--- src/rtl/dmem_mmio_if.sv ---
// Data-memory bus between the single-cycle datapath and the dmem/MMIO stage.
// The datapath drives the address, store data and write strobe. The memory
// stage returns load data combinationally in the same cycle.
interface dmem_mmio_if;
  logic        memwrite;
  logic [31:0] addr;
  logic [31:0] writedata;
  logic [31:0] readdata;

  modport master (output memwrite, output addr, output writedata, input readdata);
  modport slave  (input memwrite, input addr, input writedata, output readdata);
endinterface

--- src/rtl/dmem_mmio.sv ---
// Data-memory stage: word-addressed data RAM plus memory-mapped GPIO and a
// 32-bit compare-match timer with interrupt. Loads are combinational. Stores
// commit on the rising clock edge. Stores to read-only or unmapped locations
// raise a sticky address-error flag.
module dmem_mmio #(
  parameter int RAM_WORDS  = 64,
  parameter int GPIO_WIDTH = 8
) (
  input  logic                  clk,
  input  logic                  reset,
  dmem_mmio_if.slave            bus,
  input  logic [GPIO_WIDTH-1:0] gpio_in,
  output logic [GPIO_WIDTH-1:0] gpio_out,
  output logic                  irq,
  output logic                  addr_err
);

  localparam int          AW         = $clog2(RAM_WORDS);
  localparam logic [31:0] RAM_BYTES  = 32'(RAM_WORDS * 4);
  localparam logic [31:0] A_GPIO_OUT = 32'hFFFF_0000;
  localparam logic [31:0] A_GPIO_IN  = 32'hFFFF_0004;
  localparam logic [31:0] A_COUNT    = 32'hFFFF_0010;
  localparam logic [31:0] A_CMP      = 32'hFFFF_0014;
  localparam logic [31:0] A_CTRL     = 32'hFFFF_0018;

  logic [31:0]           ram_r [RAM_WORDS];
  logic [GPIO_WIDTH-1:0] gpio_out_r;
  logic [GPIO_WIDTH-1:0] sync1_r;
  logic [GPIO_WIDTH-1:0] sync2_r;
  logic [31:0]           count_r;
  logic [31:0]           cmp_r;
  logic                  en_r;
  logic                  autoclr_r;
  logic                  status_r;
  logic                  ie_r;
  logic                  addr_err_r;

  logic [31:0]   waddr_s;
  logic [AW-1:0] ram_idx_s;
  logic          sel_ram_s;
  logic          sel_gout_s;
  logic          sel_gin_s;
  logic          sel_count_s;
  logic          sel_cmp_s;
  logic          sel_ctrl_s;
  logic          sel_bad_s;
  logic          match_s;
  logic [31:0]   gin_ext_s;
  logic [31:0]   gout_ext_s;
  logic [31:0]   rdata_s;

  assign waddr_s   = {bus.addr[31:2], 2'b00};
  assign ram_idx_s = bus.addr[AW+1:2];
  assign match_s   = en_r & (count_r == cmp_r);

  // Address decode: RAM window first, then the MMIO registers. Anything else is unmapped.
  always_comb begin
    sel_ram_s   = 1'b0;
    sel_gout_s  = 1'b0;
    sel_gin_s   = 1'b0;
    sel_count_s = 1'b0;
    sel_cmp_s   = 1'b0;
    sel_ctrl_s  = 1'b0;
    sel_bad_s   = 1'b0;
    if (bus.addr < RAM_BYTES) begin
      sel_ram_s = 1'b1;
    end else begin
      case (waddr_s)
        A_GPIO_OUT: sel_gout_s  = 1'b1;
        A_GPIO_IN:  sel_gin_s   = 1'b1;
        A_COUNT:    sel_count_s = 1'b1;
        A_CMP:      sel_cmp_s   = 1'b1;
        A_CTRL:     sel_ctrl_s  = 1'b1;
        default:    sel_bad_s   = 1'b1;
      endcase
    end
  end

  // Zero-extend the GPIO registers to bus width for the load path.
  always_comb begin
    gin_ext_s                   = 32'd0;
    gout_ext_s                  = 32'd0;
    gin_ext_s[GPIO_WIDTH-1:0]   = sync2_r;
    gout_ext_s[GPIO_WIDTH-1:0]  = gpio_out_r;
  end

  // Load mux: zero-latency read of the selected location. Unmapped locations read 0.
  always_comb begin
    rdata_s = 32'd0;
    if (sel_ram_s) begin
      rdata_s = ram_r[ram_idx_s];
    end else if (sel_gout_s) begin
      rdata_s = gout_ext_s;
    end else if (sel_gin_s) begin
      rdata_s = gin_ext_s;
    end else if (sel_count_s) begin
      rdata_s = count_r;
    end else if (sel_cmp_s) begin
      rdata_s = cmp_r;
    end else if (sel_ctrl_s) begin
      rdata_s = {28'd0, ie_r, status_r, autoclr_r, en_r};
    end else begin
      rdata_s = 32'd0;
    end
  end

  assign bus.readdata = rdata_s;
  assign gpio_out     = gpio_out_r;
  assign addr_err     = addr_err_r;
  assign irq          = status_r & ie_r;

  // Data RAM store port. Contents are deliberately retained across reset,
  // but a store that coincides with reset is dropped.
  always_ff @(posedge clk or negedge reset) begin
    if (!reset) begin
      // RAM contents retained; nothing to clear.
    end else if (bus.memwrite && sel_ram_s) begin
      ram_r[ram_idx_s] <= bus.writedata;
    end
  end

  // GPIO output register and two-flop synchroniser for the asynchronous inputs.
  always_ff @(posedge clk or negedge reset) begin
    if (!reset) begin
      gpio_out_r <= '0;
      sync1_r    <= '0;
      sync2_r    <= '0;
    end else begin
      if (bus.memwrite && sel_gout_s) begin
        gpio_out_r <= bus.writedata[GPIO_WIDTH-1:0];
      end
      sync1_r <= gpio_in;
      sync2_r <= sync1_r;
    end
  end

  // Timer: a software COUNT write beats auto-clear and increment, and a match beats a W1C clear of STATUS.
  always_ff @(posedge clk or negedge reset) begin
    if (!reset) begin
      count_r   <= 32'd0;
      cmp_r     <= 32'hFFFF_FFFF;
      en_r      <= 1'b0;
      autoclr_r <= 1'b0;
      status_r  <= 1'b0;
      ie_r      <= 1'b0;
    end else begin
      if (bus.memwrite && sel_count_s) begin
        count_r <= bus.writedata;
      end else if (match_s && autoclr_r) begin
        count_r <= 32'd0;
      end else if (en_r) begin
        count_r <= count_r + 32'd1;
      end
      if (bus.memwrite && sel_cmp_s) begin
        cmp_r <= bus.writedata;
      end
      if (bus.memwrite && sel_ctrl_s) begin
        en_r      <= bus.writedata[0];
        autoclr_r <= bus.writedata[1];
        ie_r      <= bus.writedata[3];
      end
      status_r <= match_s | (status_r & ~(bus.memwrite & sel_ctrl_s & bus.writedata[2]));
    end
  end

  // Sticky error for stores to the read-only GPIO input or to unmapped addresses.
  always_ff @(posedge clk or negedge reset) begin
    if (!reset) begin
      addr_err_r <= 1'b0;
    end else if (bus.memwrite && (sel_gin_s || sel_bad_s)) begin
      addr_err_r <= 1'b1;
    end
  end

endmodule

--- src/flat_wrapper.sv ---
// flat-port wrapper written by rule: the top's interface ports become plain ports
module dmem_mmio_flat 
#(
  parameter int RAM_WORDS  = 64,
  parameter int GPIO_WIDTH = 8
)
  (clk, reset, gpio_in, gpio_out, irq, addr_err, bus_memwrite, bus_addr, bus_writedata, bus_readdata);
  dmem_mmio_if bus_i ();
  input  logic clk;
  input  logic reset;
  input  logic [GPIO_WIDTH-1:0] gpio_in;
  output logic [GPIO_WIDTH-1:0] gpio_out;
  output logic irq;
  output logic addr_err;
  input wire logic [$bits(bus_i.memwrite)-1:0] bus_memwrite;
  input wire logic [$bits(bus_i.addr)-1:0] bus_addr;
  input wire logic [$bits(bus_i.writedata)-1:0] bus_writedata;
  output wire logic [$bits(bus_i.readdata)-1:0] bus_readdata;
  assign bus_i.memwrite = bus_memwrite;
  assign bus_i.addr = bus_addr;
  assign bus_i.writedata = bus_writedata;
  assign bus_readdata = bus_i.readdata;
  dmem_mmio #(.RAM_WORDS(RAM_WORDS), .GPIO_WIDTH(GPIO_WIDTH)) u_core (.clk(clk), .reset(reset), .bus(bus_i), .gpio_in(gpio_in), .gpio_out(gpio_out), .irq(irq), .addr_err(addr_err));
endmodule
--- config.mk ---
export PLATFORM = sky130hd
export DESIGN_NAME = dmem_mmio_flat
export DESIGN_NICKNAME = d
export VERILOG_FILES = /design/src/rtl/dmem_mmio_if.sv /design/src/rtl/dmem_mmio.sv /design/src/flat_wrapper.sv
export SDC_FILE = /design/constraint.sdc
export NUM_CORES = 2
export LEC_CHECK = 0
export ABC_AREA = 1
export CORE_ASPECT_RATIO = 1.4
export CORE_UTILIZATION = 39
export DETAILED_ROUTE_END_ITERATION = 12
export SLEW_MARGIN = 10
export SYNTH_ARGS = -nofsm -noshare
export SYNTH_HDL_FRONTEND = slang
export SYNTH_SLANG_ARGS = --single-unit
export TNS_END_PERCENT = 30
--- constraint.sdc ---
create_clock -name clk -period 4.5 [get_ports clk]
set_clock_uncertainty 0.05 [all_clocks]
set_input_delay 0.9 -clock clk [delete_from_list [all_inputs] [get_ports clk]]
set_output_delay 0.9 -clock clk [all_outputs]
set_load 0.02 [all_outputs]
==> metrics <==
routability congestion estimate 0.968; Worst setup EP type output pin; Synth Area in Compound Gates 0.0592; Max Used Layer met5; CTS H-Tree Depth 4; first-pass GRT wire length 406,000 um; Commonest cells post-synth nand2_1, edfxtp_1, nor2_1; Seq/Total Area, Yosys 0.731; Post-route DRC 0; Cell Chain, Critical Path buf_8 > inv_8 > nor2_8 > buf_12 > buf_12 > buf_12 > nand2_1 > nand2_1 > o21ai_0 > nand2_1 > inv_1 > nand2_1 > nand2_1 > nand2_1 > o21ai_4 > nand2_1 > clkdlybuf4s50_1; smallest hold slack 0.299 ns; critical path fanouts, max 22; Tot Pwr 40,700 uW; post-DP HPWL 177,000 um; CP startpoint kind input port; top_reg_cell synth edfxtp_1; ANT nets after route 0; outcome complete, but fails checks; endpoints failing hold 0; largest family of logic cells by synthesized area simple AND/OR/NAND/NOR gates; area delta synth->final 18.1%; Cell Area, Synth 87,300 um^2; starting DRC count in detailed routing 6,523; DIE HEIGHT 562 um; die area 226,000 um^2; top-count cell post-synth nand2_1; Yosys reg bits 2,141; clock sinks 2,141; Clock Path Buffers 4; Final Cycle Share 1.01; Hold WC Path Type reg -> reg; syn_nets 7,650; CP Class in -> out; Yosys warnings 0; CTS tree done; mux share of post-synthesis cell area 0.00309; antenna violations before repair 12; Netlist cell types 44; Pleak 0.0372 uW; Worst Path Buf+Inv 7; Clk pin slew, worst setup/hold paths 0.06 ns; Initial Util 0.392; DRT met1 WL 109,000 um; Synth area leader edfxtp_1; # fillers 19,800; # setup viols final 1; CP top delay family buffers and inverters; worst path required time 3.55 ns; syn_area_per_cell 11.5 um^2; Fmax 0.221 GHz; fin nets 8,110; share of cells above drive strength 1 0.124; pwr/cell area 395 nW/um^2; # IOs 117; EDFF count, synth 2,048; share of the synthesized area in the top cell type 0.704; peak supply drop 327 uV; cells after synthesis 7,574; via count 60,400; largest net degree at the start of global routing 68; FP Rows 205; DR WL/cell 25.5 um; Post-Synth Adder-Cell Area 0.000143; GRT Overall Usage 0.247; Worst slew margin 0.140; Total Wirelength 283,000 um; Critical Path Slowest Stage Cell clkdlybuf4s50_1; xor and xnor area share after synthesis 0.00130; Tmin final 4.53 ns; RSZ-0062 raised after global routing yes; total of max-cap violations 0; Met3 Wirelength 21,700 um; simple logic cell fraction of the synthesized area 0.172; Final WS setup -0.0262 ns; vias in the first global route 58,200; Worst-Margin Slew 1.29 ns; FFs w/ async S/R, synth 0.0434; Crit path largest cell delay 0.55 ns; Core Region 223,000 um^2; GRT overflow 0; PortBufs 114; synth top area cells edfxtp_1, nand2_1, nor2_1; Top cell by count, worst path nand2_1; violated checks negative setup slack; width of the die 402 um; Slew Limit Fails 0; worst-skew pair later-pin latency 0.83 ns; TritonCTS Buffers 196; CTS Root Cell clkbuf_16; met2 routed WL 133,000 um; CP Data Arrival Time 3.58 ns; vias per std cell 5.45; TritonRoute pass-1 iters 7
## registers in the layout, indices dropped and copies added (netlist names)
name	flops
u_core.en_r	1
u_core.ie_r	1
u_core.status_r	1
u_core.addr_err	1
u_core.cmp_r	32
u_core.autoclr_r	1
u_core.gpio_out	8
u_core.sync1_r	8
u_core.count_r	32
u_core.ram_r	2048
u_core.sync2_r	8
## logic make-up after synthesis
logic type	Yosys count
compound gates	964
xor+xnor	13
fa+ha+maj	1
buf+inv	703
flops	2141
mux	24
simple gates	3728
## per-layer routing
metal  vias to the layer above  track usage
met5                         -            0
met4                         6        0.145
met3                       589       0.0305
met2                      2854        0.406
met1                     29800        0.314
li1                      27100            -
## area by class of cell
class | instances | area, um^2 | share of cell area
clock buffers | 235 | 5120 | 0.0497
diodes | 4 | 10.0 | 0.0000971
well taps | 2898 | 3630 | 0.0352
repair buffers | 667 | 7250 | 0.0703
inverters | 298 | 1140 | 0.0110
flip-flops and latches | 2141 | 63900 | 0.619
clock inverters | 104 | 861 | 0.00835
multi-input cells | 4730 | 21200 | 0.206
## power breakdown
group / switching, uW / internal (uW) / leakage (uW)
sequential: 2.59 / 21800 / 0.0195
combinational: 1940 / 816 / 0.0148
clock: 7250 / 8880 / 0.00293
## metrics by stage
stage	instances	util	setup TNS (ns)	setup slack (ns)	instance area, um^2
floorplan	7574	-	0	0.569	87300
global placement	10700	0.435	-1.27	-0.196	96900
detailed placement	10700	0.435	-1.35	-0.211	96900
CTS	11100	0.463	-0.0712	-0.0407	103000
global route	11100	0.463	-0.119	-0.119	103000
finish	11100	0.463	-0.0262	-0.0262	103000
## final timing paths
| path | slack (ns) | startpoint | endpoint | cells after the start |
|---|---|---|---|---|
| min | 0.30 | u_core.sync1_r[0] | u_core.sync2_r[0] | 0 |
| min reg2reg | 0.30 | u_core.sync1_r[0] | u_core.sync2_r[0] | 0 |
| min in group asynchronous | 0.52 | reset | u_core.count_r[8] | 2 |
| max | -0.03 | bus_addr[2] | bus_readdata[9] | 17 |
| max in group asynchronous | 2.58 | reset | u_core.count_r[15] | 3 |
| max reg2reg | 1.34 | u_core.cmp_r[28] | u_core.count_r[20] | 13 |
## cell usage in the layout (no fill, tap or decap), types with 5 or more instances in the layout
cell type / instances
a21oi_1: 246
buf_12: 163
buf_2: 31
buf_4: 392
buf_6: 11
bufinv_16: 14
clkbuf_1: 35
clkbuf_16: 199
clkdlybuf4s50_1: 46
clkinv_1: 54
clkinv_2: 34
clkinvlp_4: 6
dfrtp_1: 61
dfstp_2: 32
dlygate4sd2_1: 5
dlymetal6s2s_1: 16
edfxtp_1: 2048
inv_1: 278
inv_2: 7
mux2_1: 24
nand2_1: 2300
nand2_2: 9
nand3_1: 381
nand3b_1: 26
nand4_1: 139
nor2_1: 766
nor2_4: 70
nor3_1: 15
o211ai_1: 132
o21ai_0: 537
o21ai_1: 24
o21ai_2: 16
or2_2: 5
xor2_1: 12
## what timing repair did
action                                 4_1_cts  5_1_grt
hold buffers                                 1        0
setup endpoints to repair                   22       23
endpoints found under the hold margin       16        0
buffers inserted                             3        0
gates resized for setup                     28       38
cloned                                       1        0
pin swaps                                    1        1
No activity file was read; power rests on OpenSTA's default activity.
